File: src/rtl/mem_wb_stage_if.sv
// MEM/WB stage bus: MEM-stage results in, register-file write port and status out.
// Optional second-history forwarding outputs exist only when MEM_WB_FWD2_EN is defined.
interface mem_wb_stage_if #(
  parameter int DATA_W = 32,
  parameter int REG_AW = 5,
  parameter int CNT_W  = 32
);
  logic              in_valid;
  logic              in_regWrite;
  logic              in_memToReg;
  logic [2:0]        in_loadType;
  logic [REG_AW-1:0] in_writeReg;
  logic [DATA_W-1:0] in_aluResult;
  logic [DATA_W-1:0] in_memData;

  logic              regWrite;
  logic [REG_AW-1:0] writeReg;
  logic [DATA_W-1:0] writeData;
  logic              wb_valid;
  logic              misalign;
  logic [CNT_W-1:0]  retired_count;
`ifdef MEM_WB_FWD2_EN
  logic              fwd2_valid;
  logic [REG_AW-1:0] fwd2_reg;
  logic [DATA_W-1:0] fwd2_data;
`endif

  modport master (
    output in_valid, in_regWrite, in_memToReg, in_loadType, in_writeReg, in_aluResult, in_memData,
`ifdef MEM_WB_FWD2_EN
    input  fwd2_valid, fwd2_reg, fwd2_data,
`endif
    input  regWrite, writeReg, writeData, wb_valid, misalign, retired_count
  );

  modport slave (
    input  in_valid, in_regWrite, in_memToReg, in_loadType, in_writeReg, in_aluResult, in_memData,
`ifdef MEM_WB_FWD2_EN
    output fwd2_valid, fwd2_reg, fwd2_data,
`endif
    output regWrite, writeReg, writeData, wb_valid, misalign, retired_count
  );
endinterface

File: src/rtl/mem_wb_stage.sv
// MEM/WB register with load extract/extend, r0/misalign write suppression and a saturating retire counter.
// One-cycle latency; stall holds, flush bubbles (flush wins). MEM_WB_FWD2_EN adds a second-history forwarding slot.
module mem_wb_stage #(
  parameter int DATA_W = 32,
  parameter int REG_AW = 5,
  parameter int CNT_W  = 32
) (
  input  logic           clk,
  input  logic           rst_n,
  input  logic           stall,
  input  logic           flush,
  mem_wb_stage_if.slave  bus
);
  localparam logic [2:0] LT_LB  = 3'b001;
  localparam logic [2:0] LT_LBU = 3'b010;
  localparam logic [2:0] LT_LH  = 3'b011;
  localparam logic [2:0] LT_LHU = 3'b100;

  logic [1:0]        offset;
  logic [7:0]        loadByte;
  logic [15:0]       loadHalf;
  logic [DATA_W-1:0] nextData;
  logic              nextMisalign;
  logic              nextRegWrite;

  logic              wbValidQ;
  logic              regWriteQ;
  logic              misalignQ;
  logic [REG_AW-1:0] writeRegQ;
  logic [DATA_W-1:0] writeDataQ;
  logic [CNT_W-1:0]  retiredQ;

  always_comb begin
    offset       = bus.in_aluResult[1:0];
    loadByte     = bus.in_memData[{offset, 3'b000} +: 8];
    loadHalf     = offset[1] ? bus.in_memData[31:16] : bus.in_memData[15:0];
    nextData     = bus.in_aluResult;
    nextMisalign = 1'b0;
    if (bus.in_memToReg) begin
      // Reserved load types fall into the lw path.
      case (bus.in_loadType)
        LT_LB:  nextData = {{(DATA_W-8){loadByte[7]}}, loadByte};
        LT_LBU: nextData = {{(DATA_W-8){1'b0}}, loadByte};
        LT_LH: begin
          nextData     = {{(DATA_W-16){loadHalf[15]}}, loadHalf};
          nextMisalign = offset[0];
        end
        LT_LHU: begin
          nextData     = {{(DATA_W-16){1'b0}}, loadHalf};
          nextMisalign = offset[0];
        end
        default: begin
          nextData     = bus.in_memData;
          nextMisalign = (offset != 2'b00);
        end
      endcase
    end
    nextMisalign = nextMisalign & bus.in_valid;
    nextRegWrite = bus.in_valid & bus.in_regWrite & (bus.in_writeReg != '0) & ~nextMisalign;
  end

  always_ff @(posedge clk or negedge rst_n) begin
    if (!rst_n) begin
      wbValidQ   <= 1'b0;
      regWriteQ  <= 1'b0;
      misalignQ  <= 1'b0;
      writeRegQ  <= '0;
      writeDataQ <= '0;
    end else if (flush) begin
      wbValidQ   <= 1'b0;
      regWriteQ  <= 1'b0;
      misalignQ  <= 1'b0;
      writeRegQ  <= '0;
      writeDataQ <= '0;
    end else if (!stall) begin
      wbValidQ   <= bus.in_valid;
      regWriteQ  <= nextRegWrite;
      misalignQ  <= nextMisalign;
      writeRegQ  <= bus.in_writeReg;
      writeDataQ <= nextData;
    end
  end

  // The WB occupant retires whenever its slot is vacated, including by a flush.
  always_ff @(posedge clk or negedge rst_n) begin
    if (!rst_n) begin
      retiredQ <= '0;
    end else if (wbValidQ && (flush || !stall) && (retiredQ != '1)) begin
      retiredQ <= retiredQ + {{(CNT_W-1){1'b0}}, 1'b1};
    end
  end

  assign bus.regWrite      = regWriteQ;
  assign bus.writeReg      = writeRegQ;
  assign bus.writeData     = writeDataQ;
  assign bus.wb_valid      = wbValidQ;
  assign bus.misalign      = misalignQ;
  assign bus.retired_count = retiredQ;

`ifdef MEM_WB_FWD2_EN
  logic              fwd2ValidQ;
  logic [REG_AW-1:0] fwd2RegQ;
  logic [DATA_W-1:0] fwd2DataQ;

  // Previous WB contents shift down whenever the WB slot is replaced; flush does not clear history.
  always_ff @(posedge clk or negedge rst_n) begin
    if (!rst_n) begin
      fwd2ValidQ <= 1'b0;
      fwd2RegQ   <= '0;
      fwd2DataQ  <= '0;
    end else if (flush || !stall) begin
      fwd2ValidQ <= regWriteQ;
      fwd2RegQ   <= writeRegQ;
      fwd2DataQ  <= writeDataQ;
    end
  end

  assign bus.fwd2_valid = fwd2ValidQ;
  assign bus.fwd2_reg   = fwd2RegQ;
  assign bus.fwd2_data  = fwd2DataQ;
`endif
endmodule

File: src/flat_wrapper.sv
// flat-port wrapper written by rule: the top's interface ports become plain ports
module mem_wb_stage_flat 
#(
  parameter int DATA_W = 32,
  parameter int REG_AW = 5,
  parameter int CNT_W  = 32
)
  (clk, rst_n, stall, flush, bus_in_valid, bus_in_regWrite, bus_in_memToReg, bus_in_loadType, bus_in_writeReg, bus_in_aluResult, bus_in_memData, bus_regWrite, bus_writeReg, bus_writeData, bus_wb_valid, bus_misalign, bus_retired_count);
  mem_wb_stage_if #(.DATA_W(DATA_W), .REG_AW(REG_AW), .CNT_W(CNT_W)) bus_i ();
  input  logic clk;
  input  logic rst_n;
  input  logic stall;
  input  logic flush;
  input wire logic [$bits(bus_i.in_valid)-1:0] bus_in_valid;
  input wire logic [$bits(bus_i.in_regWrite)-1:0] bus_in_regWrite;
  input wire logic [$bits(bus_i.in_memToReg)-1:0] bus_in_memToReg;
  input wire logic [$bits(bus_i.in_loadType)-1:0] bus_in_loadType;
  input wire logic [$bits(bus_i.in_writeReg)-1:0] bus_in_writeReg;
  input wire logic [$bits(bus_i.in_aluResult)-1:0] bus_in_aluResult;
  input wire logic [$bits(bus_i.in_memData)-1:0] bus_in_memData;
  output wire logic [$bits(bus_i.regWrite)-1:0] bus_regWrite;
  output wire logic [$bits(bus_i.writeReg)-1:0] bus_writeReg;
  output wire logic [$bits(bus_i.writeData)-1:0] bus_writeData;
  output wire logic [$bits(bus_i.wb_valid)-1:0] bus_wb_valid;
  output wire logic [$bits(bus_i.misalign)-1:0] bus_misalign;
  output wire logic [$bits(bus_i.retired_count)-1:0] bus_retired_count;
  assign bus_i.in_valid = bus_in_valid;
  assign bus_i.in_regWrite = bus_in_regWrite;
  assign bus_i.in_memToReg = bus_in_memToReg;
  assign bus_i.in_loadType = bus_in_loadType;
  assign bus_i.in_writeReg = bus_in_writeReg;
  assign bus_i.in_aluResult = bus_in_aluResult;
  assign bus_i.in_memData = bus_in_memData;
  assign bus_regWrite = bus_i.regWrite;
  assign bus_writeReg = bus_i.writeReg;
  assign bus_writeData = bus_i.writeData;
  assign bus_wb_valid = bus_i.wb_valid;
  assign bus_misalign = bus_i.misalign;
  assign bus_retired_count = bus_i.retired_count;
  mem_wb_stage #(.DATA_W(DATA_W), .REG_AW(REG_AW), .CNT_W(CNT_W)) u_core (.clk(clk), .rst_n(rst_n), .stall(stall), .flush(flush), .bus(bus_i));
endmodule
File: config.mk
export PLATFORM = sky130hd
export DESIGN_NAME = mem_wb_stage_flat
export DESIGN_NICKNAME = d
export VERILOG_FILES = /design/src/rtl/mem_wb_stage_if.sv /design/src/rtl/mem_wb_stage.sv /design/src/flat_wrapper.sv
export SDC_FILE = /design/constraint.sdc
export NUM_CORES = 1
export LEC_CHECK = 0
export ABC_AREA = 0
export CAP_MARGIN = 10
export CORE_MARGIN = 4
export CORE_UTILIZATION = 51
export CTS_BUF_LIST = sky130_fd_sc_hd__clkbuf_8
export DETAILED_ROUTE_END_ITERATION = 6
export DONT_BUFFER_PORTS = 1
export PLACE_DENSITY = 0.66
export SYNTH_ARGS = -nofsm -noshare
export SYNTH_HDL_FRONTEND = slang
export SYNTH_SLANG_ARGS = --single-unit
File: constraint.sdc
create_clock -name clk -period 4.1 [get_ports clk]
set_clock_uncertainty 0.2 [all_clocks]
set_input_delay 1.23 -clock clk [delete_from_list [all_inputs] [get_ports clk]]
set_output_delay 1.23 -clock clk [all_outputs]
set_load 0.01 [all_outputs]
Yosys cells after proc, flatten, opt, wreduce, memory -nomap -nowiden. Index checks and enable logic that the tools add are counted.

Word-level logic and storage cells: 42. Output and inout port bits: 72. Flip-flop bits (word level): 72. Input bits: 79.

Shift operators: 1. Mux-type cells: 15. Equal/unequal tests: 6. Reductions and logical operators: 8. Add/subtract/negate cells: 1. Bitwise logic cells: 5.

Operators with widths (count): 32-bit case mux with 4 select lines (1); 32-bit two-way mux (3); 32-bit by 1-bit adder with 32-bit output (second input constant) (1); 32-bit inequality test (second input constant) (1); 32-bit by 6-bit variable part select with 8-bit output (1); 16-bit two-way mux (1); 5-bit two-way mux (2); 1-bit two-way mux (7); 3-bit by 2-bit == test with 1-bit output (second input constant) (2); 5-bit nonzero test (1); 1-bit bitwise AND (4); 2-bit OR reduction (2); 3-bit by 1-bit == test with 1-bit output (second input constant) (1); 3-bit == test (second input constant) (1); 1-bit logical AND (2); 2-bit by 1-bit inequality test with 1-bit output (second input constant) (1); 1-bit case mux with 2 select lines (1); 2-bit nonzero test (1); 1-bit zero test (1); 1-bit logical OR (1); 1-bit inverter (1).

Longest topological paths before layout.
Depth after elaboration: 9. Gate-level depth with buffers: 7. Gate-level depth less buffers: 6.

Worst setup path after synthesis. OpenSTA, ideal clock, no wires.

Path type: input to register. From: input port bus_in_aluResult[0]. To: register u_core.writeDataQ[16], in the netlist u_core.bus.writeData[16]. Buffers on the path: 2. Cell stages on the path: 6. Required time: 3770 ps. Arrival time: 2582 ps. Slack: 1188 ps. Library setup time: 130 ps. Path through: clkbuf_1 mux4_2 o31a_1 o2111ai_2 buf_4 o21ai_0.

Cells in the longest elaborated chain, start to end: 5.

RTL lines: from (decl) (RTL line flat_wrapper.sv:19) `input wire logic [$bits(bus_i.in_aluResult)-1:0] bus_in_aluResult;`; 32-bit by 6-bit variable part select with 8-bit output (RTL line mem_wb_stage.sv:35) `loadByte = bus.in_memData[{offset, 3'b000} +: 8];`; 32-bit case mux with 4 select lines (RTL line mem_wb_stage.sv:41) `case (bus.in_loadType)`; 32-bit two-way mux (RTL line mem_wb_stage.sv:39) `if (bus.in_memToReg) begin`; 32-bit two-way mux (RTL line mem_wb_stage.sv:75) `end else if (!stall) begin`; 32-bit two-way mux (RTL line mem_wb_stage.sv:69) `end else if (flush) begin`; to (signal assigned) (RTL line mem_wb_stage.sv:80) `writeDataQ <= nextData;`; to (decl) (RTL line mem_wb_stage.sv:30) `logic [DATA_W-1:0] writeDataQ;`.

Every way passes these cells. The select of a mux whose other input is x is not followed. A chain may end at the register's enable or synchronous reset.

Worst setup path after layout.
From: input port bus_in_aluResult[1]. To: register u_core.writeDataQ[20], in the netlist u_core.bus.writeData[20].

Cells in the longest elaborated chain, start to end: 5. Elaborated cells on any way between the ends: 6. Those cells by class: shift (1); mux (5).

RTL lines (RTL line): 32-bit by 6-bit variable part select with 8-bit output or 16-bit two-way mux (tied branches) (mem_wb_stage.sv:35, mem_wb_stage.sv:36); 32-bit case mux with 4 select lines (*) (mem_wb_stage.sv:41); 32-bit two-way mux (*) (mem_wb_stage.sv:39); 32-bit two-way mux (*) (mem_wb_stage.sv:75); 32-bit two-way mux (*) (mem_wb_stage.sv:69).

Mark *: on every way between the ends. The rest lies on a longest branch, timed or not. The select of a mux whose other input is x is not followed.

==> results.toml <==
[floorplan]
row_count = 32
die_y_um = 96.5
io_pins = 151
core_area_mm2 = 0.00769
start_util_pct = 52.0
die_x_um = 96.5
fp.dieArea_mm2 = 0.00932

[clock_tree]
cts.clk_slew.worst_paths_ns = 0.08
postCtsSetupRepairBufs = 0
cts_resized = 0
cts-root-buf = "clkbuf_8"
cts_hold_buf = 0
cts_tree = "done"
htreeDepth = 3
clk_path_buf_depth = 2
clk_latency_ns = 0.35
cts_made_buffers = 9
cts_sinks = 72

[power_and_ir_drop]
p_leak_uw = 0.00181
finalPower_uw = 1560
powerDensity_mw_per_mm2 = 371
peakVddDrop_uv = 173

[finish]
nNetsFinal = 491
num-fill-cells = 708
drive_gt1_share_pct = 7.47
antenna_cells = 0
mostFrequentLayoutCells = "dfrtp_1 (72), o21ai_0 (45), nor2_1 (41)"
area_growth_pct = 5.32
layout_commonest_cell = "dfrtp_1"

[sta]
worst_slew_pin_slew_ns = 1.06
min_period_ns = 2.78
slew_violations = 0
hold_viol_final = 0
max_freq_ghz = 0.360
fin_ws_ns = 1.32
rsz0062_at_grt = "false"
tns_ns = 0
period_share_pct = 67.7
relSlewSlack_pct = 28.9
setup-violations-final = 0

[global_routing]
track_usage_pct = 23.8
antenna_found_initial = 0
grt_max_degree = 73
grt_pass1_vias = 3162
grt_pass1_wl_mm = 16.7
overflow = 0

[route]
num_vias = 3279
post_drt_wl_per_cell_um = 21.0
postRouteAntennaNets = 0
drcViolationCount = 0
avgViaCountPerCell = 6.34
drtIter0Drc = 133
routed_wirelength_mm = 10.9
drt_pre_antenna_iters = 5

[critical_path]
required_ns = 4.09
crit-reg2reg-launch = "u_core.bus.retired_count[19]$_DFFE_PN0P_"
critPathTopFamily = "compound AO/OA/AOI/OAI gates"
slowest_stage = "o2111ai_2"
critPathLaunchType = "input port"
path_class = "in2reg"
crit_fanout = 23
crit_start = "bus_in_aluResult[1]"
arrival_ns = 2.77
slowest_delay_ns = 0.53
crit_chain = "mux4_2 > o31a_1 > o2111ai_2 > o21ai_0"
endpoint_kind = "flop"
path_buf_inv = 0

[yosys]
synth_flop_cell = "dfrtp_1"
synth.distinct_cells = 54
synth_edf_count = 0
ys_top_cells_by_area = "dfrtp_1 (45%), o21ai_0 (5.6%), mux2i_1 (4.0%)"
netlist_area_mm2 = 0.00400
synth_top_area_share_pct = 45.1
synth_area_leader_cell = "dfrtp_1"
seq_area_frac_synth_pct = 45.1
synthCells = 425
synth_seq_cells = 72
ys_warn_count = 0
syn_nets = 505
async_flop_share_pct = 100
syn_area_per_cell_um2 = 9.40

[placement]
hpwlAfterDp_mm = 8.03
place_ws_ns = 0.970
io_buffers = 0
gp_congestion = 0.881

[min_path]
worst_hold_path_type = "in2async"

[status]
status = "complete, no violations"

[run]
maxCapViolCount = 0
-- registers in the layout (all words and copies together), names as in the netlist --
| register | cells |
|---|---|
| u_core.bus.writeReg | 5 |
| u_core.bus.misalign | 1 |
| u_core.bus.regWrite | 1 |
| u_core.bus.writeData | 32 |
| u_core.bus.retired_count | 32 |
| u_core.bus.wb_valid | 1 |
-- power breakdown --
part / internal [uW] / switching [uW] / leakage [uW]
combinational: 74.5 / 82.8 / 0.000739
sequential: 760 / 90.1 / 0.000965
clock: 289 / 264 / 0.000103
total: 1120 / 437 / 0.00181
-- stage by stage --
stage               area, um^2  hold WS, ns  std cells  util, %
global placement          4020        0.343        502     52.3
floorplan                 4000        0.316        425        -
CTS                       4210        0.356        517     54.8
detailed placement        4020        0.346        502     52.3
finish                    4210        0.357        517     54.8
global route              4210        0.343        517     54.8
-- worst paths after layout --
path                                                       endpoint  slack [ns]  cells after the start
max                            u_core.bus.writeData[20]$_DFFE_PN0N_        1.32                      4
min                        u_core.bus.retired_count[25]$_DFFE_PN0P_        0.36                      0
max reg2reg                 u_core.bus.retired_count[6]$_DFFE_PN0P_        1.70                      5
min reg2reg                 u_core.bus.retired_count[7]$_DFFE_PN0P_        0.36                      1
max in group asynchronous       u_core.bus.writeData[9]$_DFFE_PN0N_        3.24                      0
min in group clk            u_core.bus.retired_count[7]$_DFFE_PN0P_        0.36                      1
-- layer usage --
layer,up-vias,routed length (um),global-route usage (%)
met5,-,0,0
met4,0,225,7.94
met3,22,1040,8.37
met2,150,5450,39.1
met1,1577,4170,29.1
li1,1530,-,-
-- synth_stat cells, drive strengths merged (2+ instances only) --
cell type	number
dfrtp	72
o21ai	46
nor2	41
nand3	24
nand2	21
inv	19
xnor2	18
clkbuf	17
a21oi	16
a22oi	16
mux2i	16
buf	10
nand4	10
xor2	10
a31oi	8
o221ai	8
nor3	7
nor4	7
o211ai	6
a221oi	5
and4	5
and2	4
and3	4
a22o	3
nand2b	3
and3b	2
mux2	2
mux4	2
nor2b	2
o2111ai	2
o21a	2
or3b	2
-- cell type report --
cell class,count,area [um^2],share of cell area [%]
clock buffer,10,138,3.27
sequential,72,1800,42.8
timing repair buffer,2,15.0,0.357
tap,102,128,3.03
inverter,19,71.3,1.69
multi-input combinational,307,2010,47.7
clock inverter,5,48.8,1.16
-- logic make-up after synthesis --
logic type | Yosys count | synth area share, %
simple gates | 139 | 18.6
compound gates | 118 | 19.1
flops | 72 | 45.1
buf+inv | 46 | 4.88
xor+xnor | 28 | 6.14
mux | 20 | 5.70
fa+ha+maj | 2 | 0.564
No activity file was read; power rests on OpenSTA's default activity.
